**config.mk**
```make
export PLATFORM = sky130hd
export DESIGN_NAME = sdm_stream_ctrl_flat
export DESIGN_NICKNAME = d
export VERILOG_FILES = /design/src/rtl/sdm_stream_ctrl_if.sv /design/src/rtl/sdm_stream_ctrl.sv /design/src/flat_wrapper.sv
export SDC_FILE = /design/constraint.sdc
export NUM_CORES = 1
export LEC_CHECK = 0
export ABC_AREA = 1
export BUFFER_PORTS_ARGS = -buffer_cell sky130_fd_sc_hd__buf_4
export CORE_MARGIN = 2
export CORE_UTILIZATION = 49
export CTS_CLUSTER_DIAMETER = 60
export CTS_CLUSTER_SIZE = 16
export DETAILED_ROUTE_END_ITERATION = 10
export HOLD_SLACK_MARGIN = 0.1
export PLACE_DENSITY = 0.69
export REMOVE_ABC_BUFFERS = 1
export SYNTH_ARGS = -nofsm -noshare
export SYNTH_HDL_FRONTEND = slang
export SYNTH_SLANG_ARGS = --single-unit
```
**constraint.sdc**
```tcl
create_clock -name clk -period 4.6 [get_ports clk]
set_input_delay 0.92 -clock clk [delete_from_list [all_inputs] [get_ports clk]]
set_output_delay 0.92 -clock clk [all_outputs]
set_load 0.02 [all_outputs]
```
**src/rtl/sdm_stream_ctrl_if.sv**
```systemverilog
// Sample-stream handshake between the sample producer and sdm_stream_ctrl.
// master: drives samples; slave: the scheduler's FIFO write side.
interface sdm_stream_ctrl_if #(
   parameter int unsigned DW = 16
) ();
   logic [DW-1:0] s_data;
   logic          s_valid;
   logic          s_ready;

   modport master (output s_data, output s_valid, input s_ready);
   modport slave  (input s_data, input s_valid, output s_ready);
endinterface

```
**src/rtl/sdm_stream_ctrl.sv**
```systemverilog
// Sample scheduler for the 2nd-order sigma-delta modulator and its decimator.
// Buffers samples in a small FIFO, holds each on sdm_din for OSR clocks and captures the
// decimator word at every frame boundary once SETTLE frames have passed.
// Build option: define SDM_STREAM_ZERO_FILL_EN to drive 0 on underrun instead of holding
// the previous sample.
module sdm_stream_ctrl #(
   parameter int unsigned DW         = 16,
   parameter int unsigned OSR        = 64,
   parameter int unsigned FIFO_DEPTH = 4,
   parameter int unsigned SETTLE     = 3
) (
   input  logic                   clk,
   input  logic                   rst,
   input  logic                   en,
   sdm_stream_ctrl_if.slave       s_if,
   output logic [DW-1:0]          sdm_din,
   input  logic [DW-1:0]          dec_in,
   output logic                   frame_tick,
   output logic [DW-1:0]          cap_data,
   output logic                   cap_valid,
   output logic                   underrun,
   output logic                   busy
);

   localparam int unsigned AW   = (FIFO_DEPTH > 1) ? $clog2(FIFO_DEPTH) : 1;
   localparam int unsigned CNTW = AW + 1;
   localparam int unsigned CW   = $clog2(OSR);
   localparam int unsigned SW   = (SETTLE > 0) ? $clog2(SETTLE + 1) : 1;

   typedef enum logic [1:0] {StIdle, StPrime, StRun} state_e;

   state_e          state_q, state_d;
   logic [DW-1:0]   mem_q [FIFO_DEPTH];
   logic [DW-1:0]   mem_d [FIFO_DEPTH];
   logic [AW-1:0]   wr_ptr_q, wr_ptr_d, rd_ptr_q, rd_ptr_d;
   logic [CNTW-1:0] count_q, count_d;
   logic [DW-1:0]   din_q, din_d;
   logic [CW-1:0]   frame_cnt_q, frame_cnt_d;
   logic [SW-1:0]   settle_q, settle_d;
   logic [DW-1:0]   cap_data_q, cap_data_d;
   logic            cap_valid_q, cap_valid_d;
   logic            underrun_q, underrun_d;
   logic            full, empty, push, pop, tick;

   assign full       = (count_q == CNTW'(FIFO_DEPTH));
   assign empty      = (count_q == '0);
   assign push       = s_if.s_valid && !full;
   assign tick       = (state_q == StRun) && (frame_cnt_q == CW'(OSR - 1));

   assign s_if.s_ready = !full;
   assign sdm_din      = din_q;
   assign frame_tick   = tick;
   assign cap_data     = cap_data_q;
   assign cap_valid    = cap_valid_q;
   assign underrun     = underrun_q;
   assign busy         = (state_q != StIdle);

   // FIFO write side and occupancy; pop is decided by the FSM from the pre-edge count,
   // so a pop from an empty FIFO can never see the same cycle's push.
   always_comb begin
      mem_d    = mem_q;
      wr_ptr_d = wr_ptr_q;
      rd_ptr_d = rd_ptr_q;
      count_d  = count_q;
      if (push) begin
         mem_d[wr_ptr_q] = s_if.s_data;
         wr_ptr_d        = wr_ptr_q + AW'(1);
      end
      if (pop) begin
         rd_ptr_d = rd_ptr_q + AW'(1);
      end
      if (push && !pop) begin
         count_d = count_q + CNTW'(1);
      end else if (!push && pop) begin
         count_d = count_q - CNTW'(1);
      end
   end

   // Scheduler FSM: frame counting, sample hand-off, capture and underrun detection.
   always_comb begin
      state_d     = state_q;
      din_d       = din_q;
      frame_cnt_d = frame_cnt_q;
      settle_d    = settle_q;
      cap_data_d  = cap_data_q;
      cap_valid_d = 1'b0;
      underrun_d  = underrun_q;
      pop         = 1'b0;
      unique case (state_q)
         StIdle: begin
            din_d = '0;
            if (en) begin
               state_d = StPrime;
            end
         end
         StPrime: begin
            if (!en) begin
               state_d = StIdle;
            end else if (!empty) begin
               pop         = 1'b1;
               din_d       = mem_q[rd_ptr_q];
               frame_cnt_d = '0;
               settle_d    = '0;
               state_d     = StRun;
            end
         end
         StRun: begin
            frame_cnt_d = tick ? '0 : frame_cnt_q + CW'(1);
            if (tick) begin
               cap_data_d  = dec_in;
               cap_valid_d = (settle_q >= SW'(SETTLE));
               if (settle_q < SW'(SETTLE)) begin
                  settle_d = settle_q + SW'(1);
               end
               if (!en) begin
                  din_d   = '0;
                  state_d = StIdle;
               end else if (!empty) begin
                  pop   = 1'b1;
                  din_d = mem_q[rd_ptr_q];
               end else begin
                  underrun_d = 1'b1;
`ifdef SDM_STREAM_ZERO_FILL_EN
                  din_d = '0;
`else
                  din_d = din_q;
`endif
               end
            end
         end
         default: state_d = StIdle;
      endcase
   end

   // FIFO storage; contents are don't-care until written, so no reset is needed.
   always_ff @(posedge clk) begin
      mem_q <= mem_d;
   end

   // Control state with synchronous reset; reset wins over any capture on the same edge.
   always_ff @(posedge clk) begin
      if (rst) begin
         state_q     <= StIdle;
         wr_ptr_q    <= '0;
         rd_ptr_q    <= '0;
         count_q     <= '0;
         din_q       <= '0;
         frame_cnt_q <= '0;
         settle_q    <= '0;
         cap_data_q  <= '0;
         cap_valid_q <= 1'b0;
         underrun_q  <= 1'b0;
      end else begin
         state_q     <= state_d;
         wr_ptr_q    <= wr_ptr_d;
         rd_ptr_q    <= rd_ptr_d;
         count_q     <= count_d;
         din_q       <= din_d;
         frame_cnt_q <= frame_cnt_d;
         settle_q    <= settle_d;
         cap_data_q  <= cap_data_d;
         cap_valid_q <= cap_valid_d;
         underrun_q  <= underrun_d;
      end
   end

endmodule

```
**src/flat_wrapper.sv**
```systemverilog
// flat-port wrapper written by rule: the top's interface ports become plain ports
module sdm_stream_ctrl_flat 
#(
   parameter int unsigned DW         = 16,
   parameter int unsigned OSR        = 64,
   parameter int unsigned FIFO_DEPTH = 4,
   parameter int unsigned SETTLE     = 3
)
  (clk, rst, en, sdm_din, dec_in, frame_tick, cap_data, cap_valid, underrun, busy, s_if_s_data, s_if_s_valid, s_if_s_ready);
  sdm_stream_ctrl_if #(.DW(DW)) s_if_i ();
  input  logic clk;
  input  logic rst;
  input  logic en;
  output logic [DW-1:0] sdm_din;
  input  logic [DW-1:0] dec_in;
  output logic frame_tick;
  output logic [DW-1:0] cap_data;
  output logic cap_valid;
  output logic underrun;
  output logic busy;
  input wire logic [$bits(s_if_i.s_data)-1:0] s_if_s_data;
  input wire logic [$bits(s_if_i.s_valid)-1:0] s_if_s_valid;
  output wire logic [$bits(s_if_i.s_ready)-1:0] s_if_s_ready;
  assign s_if_i.s_data = s_if_s_data;
  assign s_if_i.s_valid = s_if_s_valid;
  assign s_if_s_ready = s_if_i.s_ready;
  sdm_stream_ctrl #(.DW(DW), .OSR(OSR), .FIFO_DEPTH(FIFO_DEPTH), .SETTLE(SETTLE)) u_core (.clk(clk), .rst(rst), .en(en), .s_if(s_if_i), .sdm_din(sdm_din), .dec_in(dec_in), .frame_tick(frame_tick), .cap_data(cap_data), .cap_valid(cap_valid), .underrun(underrun), .busy(busy));
endmodule
```
==> run summary, run 1 <==
status -> complete, no violations
top achievable clock speed -> 352 MHz
setup TNS -> 0 ns
Synth Cell Area -> 4760 µm²
Critical Path RT -> 3.68 ns
leak pwr -> 2.44 nW
final std cells w/o fill -> 706
Die Area -> 10500 µm²
crit path kind -> flip-flop to primary output
top post-synthesis cells by count -> nand2_1 (100), nor2_1 (86), edfxtp_1 (64)
Detailed Route WL -> 9580 µm
I/O pin count -> 73
ys async rst share -> 0
largest net degree at the start of global routing -> 35
diode count -> 0
adder-cell share of the synthesized area -> 0.0305
TritonCTS clock tree -> done
layout cells sized above 1 -> 0.205
Setup Skew -> 0.0110 ns
area grow syn2layout -> 25.4%
Placed Instances -> 674
Setup-failing EPs final -> 0
root cell of the clock tree -> clkbuf_8
Net Sw Power -> 1.18 mW
dominant cells by area after synthesis -> edfxtp_1 (40%), dfxtp_1 (21%), nand2_1 (7.9%), nor2_1 (6.8%), inv_1 (3.4%)
Fill cells -> 751
YS warnings -> 0
DRT Pass-1 Iters -> 4
Post-CTS Setup Inserts -> 0
Critical Path AT -> 1.92 ns
setup slack, reg-to-reg -> 2.28 ns
Core ar. -> 9330 µm²
number of H-tree levels -> 4
sequential power share -> 0.366
Post-CTS Resized -> 0
Nets -> 611
Final GP Congestion -> 0.832
main flop type after synthesis -> edfxtp_1
DRC violations left -> 0
# rows -> 35
Antenna Violating Nets Remaining -> 0
power density cells -> 602 nW/µm²
starting density of the core -> 0.511
Synth Register Bits -> 115
Hold Path Class -> flip-flop to flip-flop
antenna violations before repair -> 0
multi-input logic area -> 1520 µm²
compound-gate portion of the synthesized area -> 0.109
Die Y-Extent -> 103 µm
wire per inst -> 13.6 µm
most frequent cell after synthesis -> nand2_1
CTS max path bufs -> 2
Min Hold Slack -> 0.460 ns
CTS clk-pin slew, worst paths -> 0.06 ns
Mean Syn Cell Area -> 9.72 µm²
CP Capture Type -> primary output
CTS Buf Count -> 17
dpl hpwl -> 5980 µm
DIE WIDTH -> 103 µm
VDD IR max -> 0.353 mV
largest family of logic cells by synthesized area -> simple AND/OR/NAND/NOR gates
final max-slew violation count -> 0
max_cap viols -> 0
Sw Ratio -> 0.328
multiplexer share of the synthesized area -> 0
Clk pwr share -> 0.364
fin crit period -> 2.84 ns
Yosys top cell by area -> edfxtp_1
Setup crit start kind -> flip-flop
Post-Synth XOR/XNOR Area -> 0.00368
cell-internal power -> 2.42 mW
Post-Syn Instances -> 490
RSZ-0062 raised after global routing -> no
worst skew pair latency -> 0.51 ns
CP max FO -> 18
Layout Utilization -> 0.641
global-route wire length before repair -> 15800 µm
CTS Sinks -> 115
Max-slew headroom -> 0.298
Worst-Margin Slew -> 1.05 ns
port bufs -> 72
Post-CTS Hold Buffers -> 0
total grt overflow -> 0
sequential area share after synthesis -> 0.618
total track usage -> 0.198
Tcrit/Tclk final -> 0.618
Comb pwr share -> 0.271
area occupied by registers -> 2940 µm²
vias in the first global route -> 3408
EDFF count, synth -> 64
vias per std cell -> 4.99
Final Hold Fails -> 0
post-synth cell types -> 30
share of the synthesized area in the top cell type -> 0.403
area share of and/or/nand/nor cells after synthesis -> 0.176
DR iter-0 viols -> 149
total number of vias -> 3524
[placed cells by master (no fill, tap or decap), types with 26 or more instances in the layout]
| master | synthesis | final |
|---|---|---|
| buf_4 | 3 | 77 |
| nor2_1 | 86 | 86 |
| a21oi_1 | 29 | 29 |
| dfxtp_1 | 51 | 51 |
| nand2_1 | 100 | 100 |
| inv_1 | 43 | 43 |
| edfxtp_1 | 64 | 64 |
| o21ai_0 | 26 | 26 |
[path summary, 6_finish.rpt]
path | from | end | cells after the start
min reg2reg | u_core.frame_cnt_q[4] | u_core.frame_cnt_q[4] | 2
max | u_core.frame_cnt_q[0] | frame_tick | 6
min | u_core.frame_cnt_q[4] | u_core.frame_cnt_q[4] | 2
max reg2reg | u_core.frame_cnt_q[0] | u_core.count_q[1] | 11
[cell type report]
class | count | share of cell area
Inverter | 46 | 0.0291
Tap cell | 129 | 0.0270
Clock buffer | 18 | 0.0699
Multi-Input combinational cell | 307 | 0.255
Timing Repair Buffer | 77 | 0.0967
Sequential cell | 115 | 0.492
Clock inverter | 14 | 0.0299
[worst max-delay path, cell delays in order, from the launching register on]
cell	delay (ns)
dfxtp_1	0.36
ha_1	0.22
nand3_2	0.15
nor2_4	0.16
nand2_4	0.15
clkinv_2	0.20
buf_4	0.17
[flip-flops by register name, indices dropped and copies added (netlist names), 2 cells and up]
name                flops
u_core.mem_q           64
u_core.cap_data        16
u_core.sdm_din         16
u_core.frame_cnt_q      6
u_core.count_q          3
u_core.rd_ptr_q         2
u_core.settle_q         2
u_core.state_q          2
u_core.wr_ptr_q         2
[power by group through the flow]
stage | sequential [mW] | combinational, mW | clock [mW]
2_1_floorplan | 1.42 | 0.557 | 0
3_3_place_gp | 1.33 | 0.959 | 0
3_5_place_dp | 1.34 | 0.973 | 0
4_1_cts | 1.32 | 0.981 | 1.32
5_1_grt | 1.33 | 1.10 | 1.37
6_report | 1.31 | 0.974 | 1.31
[layer usage]
layer | GRT usage | routed length, µm | vias to the layer above
met2 | 0.319 | 4650 | 133
met3 | 0.0725 | 766 | 2
met1 | 0.242 | 4110 | 1623
met4 | 0.0790 | 46 | 0
li1 | - | - | 1766
met5 | 0 | 0 | -
[logic make-up after synthesis]
group | count (synthesis)
AOI/OAI and AO/OA | 89
xor gates and xnor gates | 2
adders and majority gates | 11
buffers and inverters | 68
DFF | 115
and+or+nand+nor | 205
[metrics by stage]
step                      power, mW  area [µm²]  worst slack [ns]
final                          3.60        5980              1.76
after global routing           3.81        5980              1.58
after CTS                      3.62        5980              1.72
after detailed placement       2.31        5380              2.21
after global placement         2.29        5380              2.24
after floorplan                1.98        4640              2.42
(Power assumes the default switching activity.)
==> run 2: changes to the inputs <==
==> constraint.sdc (replaced) <==
create_clock -name clk -period 3 [get_ports clk]
set_input_delay 0.6 -clock clk [delete_from_list [all_inputs] [get_ports clk]]
set_output_delay 0.6 -clock clk [all_outputs]
set_load 0.02 [all_outputs]
==> run 2 against run 1 <==
Against the previous run: sequential power grew 54%; die area unchanged; critical path type unchanged; worst setup slack lost 1.3 ns; highest routed layer unchanged; flip-flop and latch count unchanged; routed wire length shrank 2.1%; critical path depth unchanged; cell count unchanged; clock-buffer cell count up 5.
==> run summary, run 2 (synthesized netlist as in run 1, its figures left out) <==
Worst-Margin Slew -> 1.07 ns (was 1.05 ns)
Comb pwr share -> 0.277 (was 0.271)
total grt overflow -> 0 (unchanged)
Sw Ratio -> 0.324 (was 0.328)
DIE WIDTH -> 103 µm (unchanged)
Setup crit start kind -> flip-flop (unchanged)
root cell of the clock tree -> clkbuf_8 (unchanged)
largest net degree at the start of global routing -> 35 (unchanged)
Clk pwr share -> 0.348 (was 0.364)
total number of vias -> 3476 (was 3524)
dpl hpwl -> 5720 µm (was 5980 µm)
Nets -> 611 (unchanged)
Hold Path Class -> input port to flip-flop (was flip-flop to flip-flop)
max FFs per register -> 64 (unchanged)
VDD IR max -> 0.550 mV (was 0.353 mV)
starting density of the core -> 0.511 (unchanged)
global-route wire length before repair -> 15500 µm (was 15800 µm)
CTS max path bufs -> 2 (unchanged)
CP max FO -> 18 (unchanged)
status -> complete, no violations (unchanged)
final max-slew violation count -> 0 (unchanged)
I/O pin count -> 73 (unchanged)
Placed Instances -> 674 (unchanged)
RSZ-0062 raised after global routing -> no (unchanged)
power density cells -> 904 nW/µm² (was 602 nW/µm²)
Final GP Congestion -> 0.812 (was 0.832)
DR iter-0 viols -> 248 (was 149)
Critical Path RT -> 2.40 ns (was 3.68 ns)
wire per inst -> 13.3 µm (was 13.6 µm)
TritonCTS clock tree -> done (unchanged)
most common cell after layout, fill and taps aside -> nand2_1 (unchanged)
Core ar. -> 9330 µm² (unchanged)
layout cells sized above 1 -> 0.203 (was 0.205)
antenna violations before repair -> 0 (unchanged)
DRC violations left -> 0 (unchanged)
Top reg by flops -> u_core.mem_q (unchanged)
Die Y-Extent -> 103 µm (unchanged)
total track usage -> 0.194 (was 0.198)
sequential power share -> 0.375 (was 0.366)
final std cells w/o fill -> 706 (unchanged)
area grow syn2layout -> 24.7% (was 25.4%)
Net Sw Power -> 1.74 mW (was 1.18 mW)
top achievable clock speed -> 392 MHz
worst skew pair latency -> 0.51 ns (about the same)
Post-CTS Resized -> 0 (unchanged)
diode count -> 0 (unchanged)
Antenna Violating Nets Remaining -> 0 (unchanged)
vias per std cell -> 4.92 (was 4.99)
port bufs -> 72 (unchanged)
CTS clk-pin slew, worst paths -> 0.05 ns (was 0.06 ns)
# rows -> 35 (unchanged)
CP Capture Type -> primary output (unchanged)
pre-CTS setup slack -> 0.664 ns (was 2.21 ns)
CTS Buf Count -> 17 (unchanged)
CTS Sinks -> 115 (unchanged)
Setup-failing EPs final -> 0 (unchanged)
Post-CTS Setup Inserts -> 0 (unchanged)
Detailed Route WL -> 9380 µm (was 9580 µm)
Tcrit/Tclk final -> 0.851
number of H-tree levels -> 4 (unchanged)
vias in the first global route -> 3329 (was 3408)
max_cap viols -> 0 (unchanged)
setup TNS -> 0 ns (unchanged)
Critical Path AT -> 1.95 ns (was 1.92 ns)
cell-internal power -> 3.64 mW (was 2.42 mW)
crit path kind -> flip-flop to primary output (unchanged)
fin crit period -> 2.55 ns
DRT Pass-1 Iters -> 4 (unchanged)
Final Hold Fails -> 0 (unchanged)
Setup Skew -> 0.00710 ns (was 0.0110 ns)
Max-slew headroom -> 0.288 (was 0.298)
most frequent cells in the layout -> nand2_1 (100), nor2_1 (86), buf_4 (77) (unchanged)
leak pwr -> 2.44 nW (about the same)
Die Area -> 10500 µm² (unchanged)
Post-CTS Hold Buffers -> 0 (unchanged)
setup ws final -> 0.447 ns (was 1.76 ns)
## run 2: changes by cell type in the layout (fill, tap and decap cells not counted)
cell / delta
clkinv_2: +4
clkinv_4: -4
clkbuf_8: +3
inv_6: -3
bufinv_16: -2
clkbuf_1: +1
clkbuf_16: +1
clkinvlp_4: -1
inv_4: +1
## run 2: metrics by stage
| step | hold WS [ns] | instance area [µm²] | power [mW] | util |
|---|---|---|---|---|
| floorplan | 0.437 | 4640 | 3.03 | - |
| global placement | 0.449 | 5380 | 3.50 | 0.577 |
| CTS | 0.274 | 5940 | 5.41 | 0.637 |
| finish | 0.294 | 5940 | 5.37 | 0.637 |
| global route | 0.275 | 5940 | 5.72 | 0.637 |
| detailed placement | 0.456 | 5380 | 3.52 | 0.577 |
## run 2: routing by layer
layer / vias to the layer above / track usage / share of wire / wire, µm
met1: 1563 / 0.238 / 0.44 / 4110
met2: 133 / 0.308 / 0.46 / 4280
met5: - / 0 / 0 / 0
met3: 14 / 0.0705 / 0.083 / 782
li1: 1766 / - / - / -
met4: 0 / 0.0872 / 0.021 / 195
## run 2: final cells by class
cell class	instances	area (µm²)
Clock buffer	23	488
Multi-Input combinational cell	307	1520
Timing Repair Buffer	77	578
Clock inverter	9	76.3
Tap cell	129	161
Inverter	46	174
Fill cell	768	3380
Sequential cell	115	2940
## run 2: worst paths after layout
check / start / endpoint / slack, ns / depth (start not counted)
worst max-delay path: u_core.frame_cnt_q[0] / frame_tick / 0.45 / 6
worst min-delay path: s_if_s_data[13] / u_core.mem_q[61] / 0.29 / 1
worst max register to register: u_core.frame_cnt_q[0] / u_core.count_q[1] / 0.65 / 11
worst min register to register: u_core.frame_cnt_q[4] / u_core.frame_cnt_q[4] / 0.46 / 2
## run 2: power by group through the flow
| stage | logic (mW) | clock network [mW] | registers, mW |
|---|---|---|---|
| 3_5_place_dp | 1.48 | 0 | 2.05 |
| 3_3_place_gp | 1.47 | 0 | 2.04 |
| 6_report | 1.49 | 1.87 | 2.02 |
| 5_1_grt | 1.70 | 1.98 | 2.04 |
| 4_1_cts | 1.49 | 1.90 | 2.02 |
| 2_1_floorplan | 0.854 | 0 | 2.18 |
## run 2: critical path, cell delays in order, from the launching register on
cell and delay (ns):
dfxtp_1 0.36, ha_1 0.22, nand3_2 0.16, nor2_4 0.17, nand2_4 0.16, clkinv_2 0.21
buf_4 0.18
==> run 3: changes to the inputs <==
--- a/config.mk
+++ b/config.mk
@@ -9,12 +9,14 @@
 export BUFFER_PORTS_ARGS = -buffer_cell sky130_fd_sc_hd__buf_4
 export CORE_MARGIN = 2
 export CORE_UTILIZATION = 49
-export CTS_CLUSTER_DIAMETER = 60
+export CTS_CLUSTER_DIAMETER = 150
 export CTS_CLUSTER_SIZE = 16
 export DETAILED_ROUTE_END_ITERATION = 10
 export HOLD_SLACK_MARGIN = 0.1
 export PLACE_DENSITY = 0.69
 export REMOVE_ABC_BUFFERS = 1
+export SETUP_SLACK_MARGIN = 0.5
+export SLEW_MARGIN = 10
 export SYNTH_ARGS = -nofsm -noshare
 export SYNTH_HDL_FRONTEND = slang
 export SYNTH_SLANG_ARGS = --single-unit
==> run 3 against run 2 <==
Against the previous run: non-clock buffer count rose by 4; die area did not move; register-to-register slack improved by 0.04 ns; total power rose by 0.21%; maximum frequency rose by 7.0%; core utilization rose by 0.59 points; largest cell class unchanged; largest power group unchanged; sequential share of layout area fell by 0.45 points.
==> run summary, run 3 (synthesized netlist as in run 1, its figures left out) <==
status -> complete, no violations (unchanged)
leak pwr -> 2.44 nW (about the same)
max_cap viols -> 0 (unchanged)
pre-CTS setup slack -> 0.664 ns (unchanged)
CP max FO -> 17 (was 18)
VDD IR max -> 0.553 mV (was 0.550 mV)
setup ws final -> 0.615 ns (was 0.447 ns)
worst skew pair latency -> 0.51 ns (about the same)
layout cells sized above 1 -> 0.212 (was 0.203)
max incr delay on CP -> 0.36 ns (about the same)
CP Capture Type -> primary output (unchanged)
antenna violations before repair -> 0 (unchanged)
Top reg by flops -> u_core.mem_q (unchanged)
Setup crit start kind -> flip-flop (unchanged)
DIE WIDTH -> 103 µm (unchanged)
DRT Pass-1 Iters -> 5 (was 4)
root cell of the clock tree -> clkbuf_8 (unchanged)
Final Hold Fails -> 0 (unchanged)
global-route wire length before repair -> 15600 µm (was 15500 µm)
Tot Pwr -> 5.39 mW (was 5.37 mW)
largest net degree at the start of global routing -> 35 (unchanged)
critical path, cell by cell -> ha_2 -> nand3_2 -> nor2_4 -> nand2_8 -> clkinv_8 -> buf_4 (was ha_1 -> nand3_2 -> nor2_4 -> nand2_4 -> clkinv_2 -> buf_4)
I/O pin count -> 73 (unchanged)
power density cells -> 898 nW/µm² (was 904 nW/µm²)
# rows -> 35 (unchanged)
Critical Path RT -> 2.40 ns (about the same)
Critical Path AT -> 1.79 ns (was 1.95 ns)
CP max stage cell -> dfxtp_1 (unchanged)
most common cell after layout, fill and taps aside -> nand2_1 (unchanged)
area grow syn2layout -> 25.9% (was 24.7%)
max FFs per register -> 64 (unchanged)
Min Hold Slack -> 0.292 ns (was 0.294 ns)
RSZ-0062 raised after global routing -> no (unchanged)
Die Area -> 10500 µm² (unchanged)
CTS clk-pin slew, worst paths -> 0.05 ns (about the same)
port bufs -> 72 (unchanged)
Die Y-Extent -> 103 µm (unchanged)
DRC violations left -> 0 (unchanged)
most frequent cells in the layout -> nand2_1 (100), nor2_1 (86), buf_4 (81) (was nand2_1 (100), nor2_1 (86), buf_4 (77))
wire per inst -> 13.4 µm (was 13.3 µm)
Antenna Violating Nets Remaining -> 0 (unchanged)
diode count -> 0 (unchanged)
vias per std cell -> 4.93 (was 4.92)
CTS Buf Count -> 17 (unchanged)
total number of vias -> 3503 (was 3476)
fin crit period -> 2.39 ns (was 2.55 ns)
vias in the first global route -> 3354 (was 3329)
dpl hpwl -> 5720 µm (unchanged)
Max-slew headroom -> 0.264 (was 0.288)
Detailed Route WL -> 9540 µm (was 9380 µm)
setup slack, reg-to-reg -> 0.69 ns (was 0.65 ns)
Layout Utilization -> 0.643 (was 0.637)
TritonCTS clock tree -> done (unchanged)
Tcrit/Tclk final -> 0.795 (was 0.851)
starting density of the core -> 0.511 (unchanged)
crit path kind -> flip-flop to primary output (unchanged)
final max-slew violation count -> 0 (unchanged)
Setup Skew -> 0.00538 ns (was 0.00710 ns)
Final GP Congestion -> 0.812 (unchanged)
total track usage -> 0.195 (was 0.194)
Core ar. -> 9330 µm² (unchanged)
Setup-failing EPs final -> 0 (unchanged)
top achievable clock speed -> 419 MHz (was 392 MHz)
total grt overflow -> 0 (unchanged)
DR iter-0 viols -> 233 (was 248)
Hold Path Class -> input port to flip-flop (unchanged)
CTS max path bufs -> 2 (unchanged)
setup TNS -> 0 ns (unchanged)
number of H-tree levels -> 4 (unchanged)
Nets -> 615 (was 611)
CTS Sinks -> 115 (unchanged)
Worst-Margin Slew -> 1.10 ns (was 1.07 ns)
## run 3: cell types whose count changed in the layout (fill, tap and decap cells not counted)
cell      previous run  this run
buf_4               77        81
ha_1                10         8
ha_2                 0         2
clkinv_2             6         5
clkinv_8             0         1
nand2_4              1         0
nand2_8              0         1
## run 3: worst max-delay path, delay by kind of cell, from the launching register on
family | cells | cell delay [ns]
DFF | 1 | 0.36
adders and majority gates | 1 | 0.22
and+or+nand+nor | 3 | 0.46
buffers and inverters | 2 | 0.24
## run 3: through the flow
step           instance area (µm²)  instances
3_3_place_gp                  5380        674
4_1_cts                       5970        707
3_5_place_dp                  5380        674
2_1_floorplan                 4640        468
6_report                      6000        710
5_1_grt                       6000        710
## run 3: power by group
group	switching [mW]	total (mW)	internal, mW
sequential	0.103	2.02	1.91
clock	0.666	1.87	1.20
combinational	0.978	1.50	0.521
## run 3: layout make-up
cell class,count,area [µm²]
fill,766,3330
sequential,115,2940
multi-input combinational,307,1540
timing repair buffer,81,608
clock buffer,23,488
inverter,46,185
tap,129,161
clock inverter,9,76.3
## run 3: final timing paths
path / endpoint / start / cells past startpoint
setup / recovery: frame_tick / u_core.frame_cnt_q[0] / 6
hold / removal: u_core.mem_q[61] / s_if_s_data[13] / 1
setup reg to reg: u_core.count_q[1] / u_core.frame_cnt_q[0] / 11
hold reg to reg: u_core.cap_data[15] / u_core.cap_data[15] / 2
## run 3: per-layer routing
layer  vias to the layer above  track usage  routed length, µm
met4                         0       0.0913                201
met3                        16       0.0678                740
met1                      1584        0.240               4230
li1                       1778            -                  -
met5                         -            0                  0
met2                       125        0.310               4370
## run 3: what timing repair did
item | 4_1_cts | 5_1_grt
pin swaps | 1 | 1
buffers inserted | 1 | 3
resized for setup | 3 | 2
setup endpoints to repair | 1 | 3
hold buffers | 0 | 0
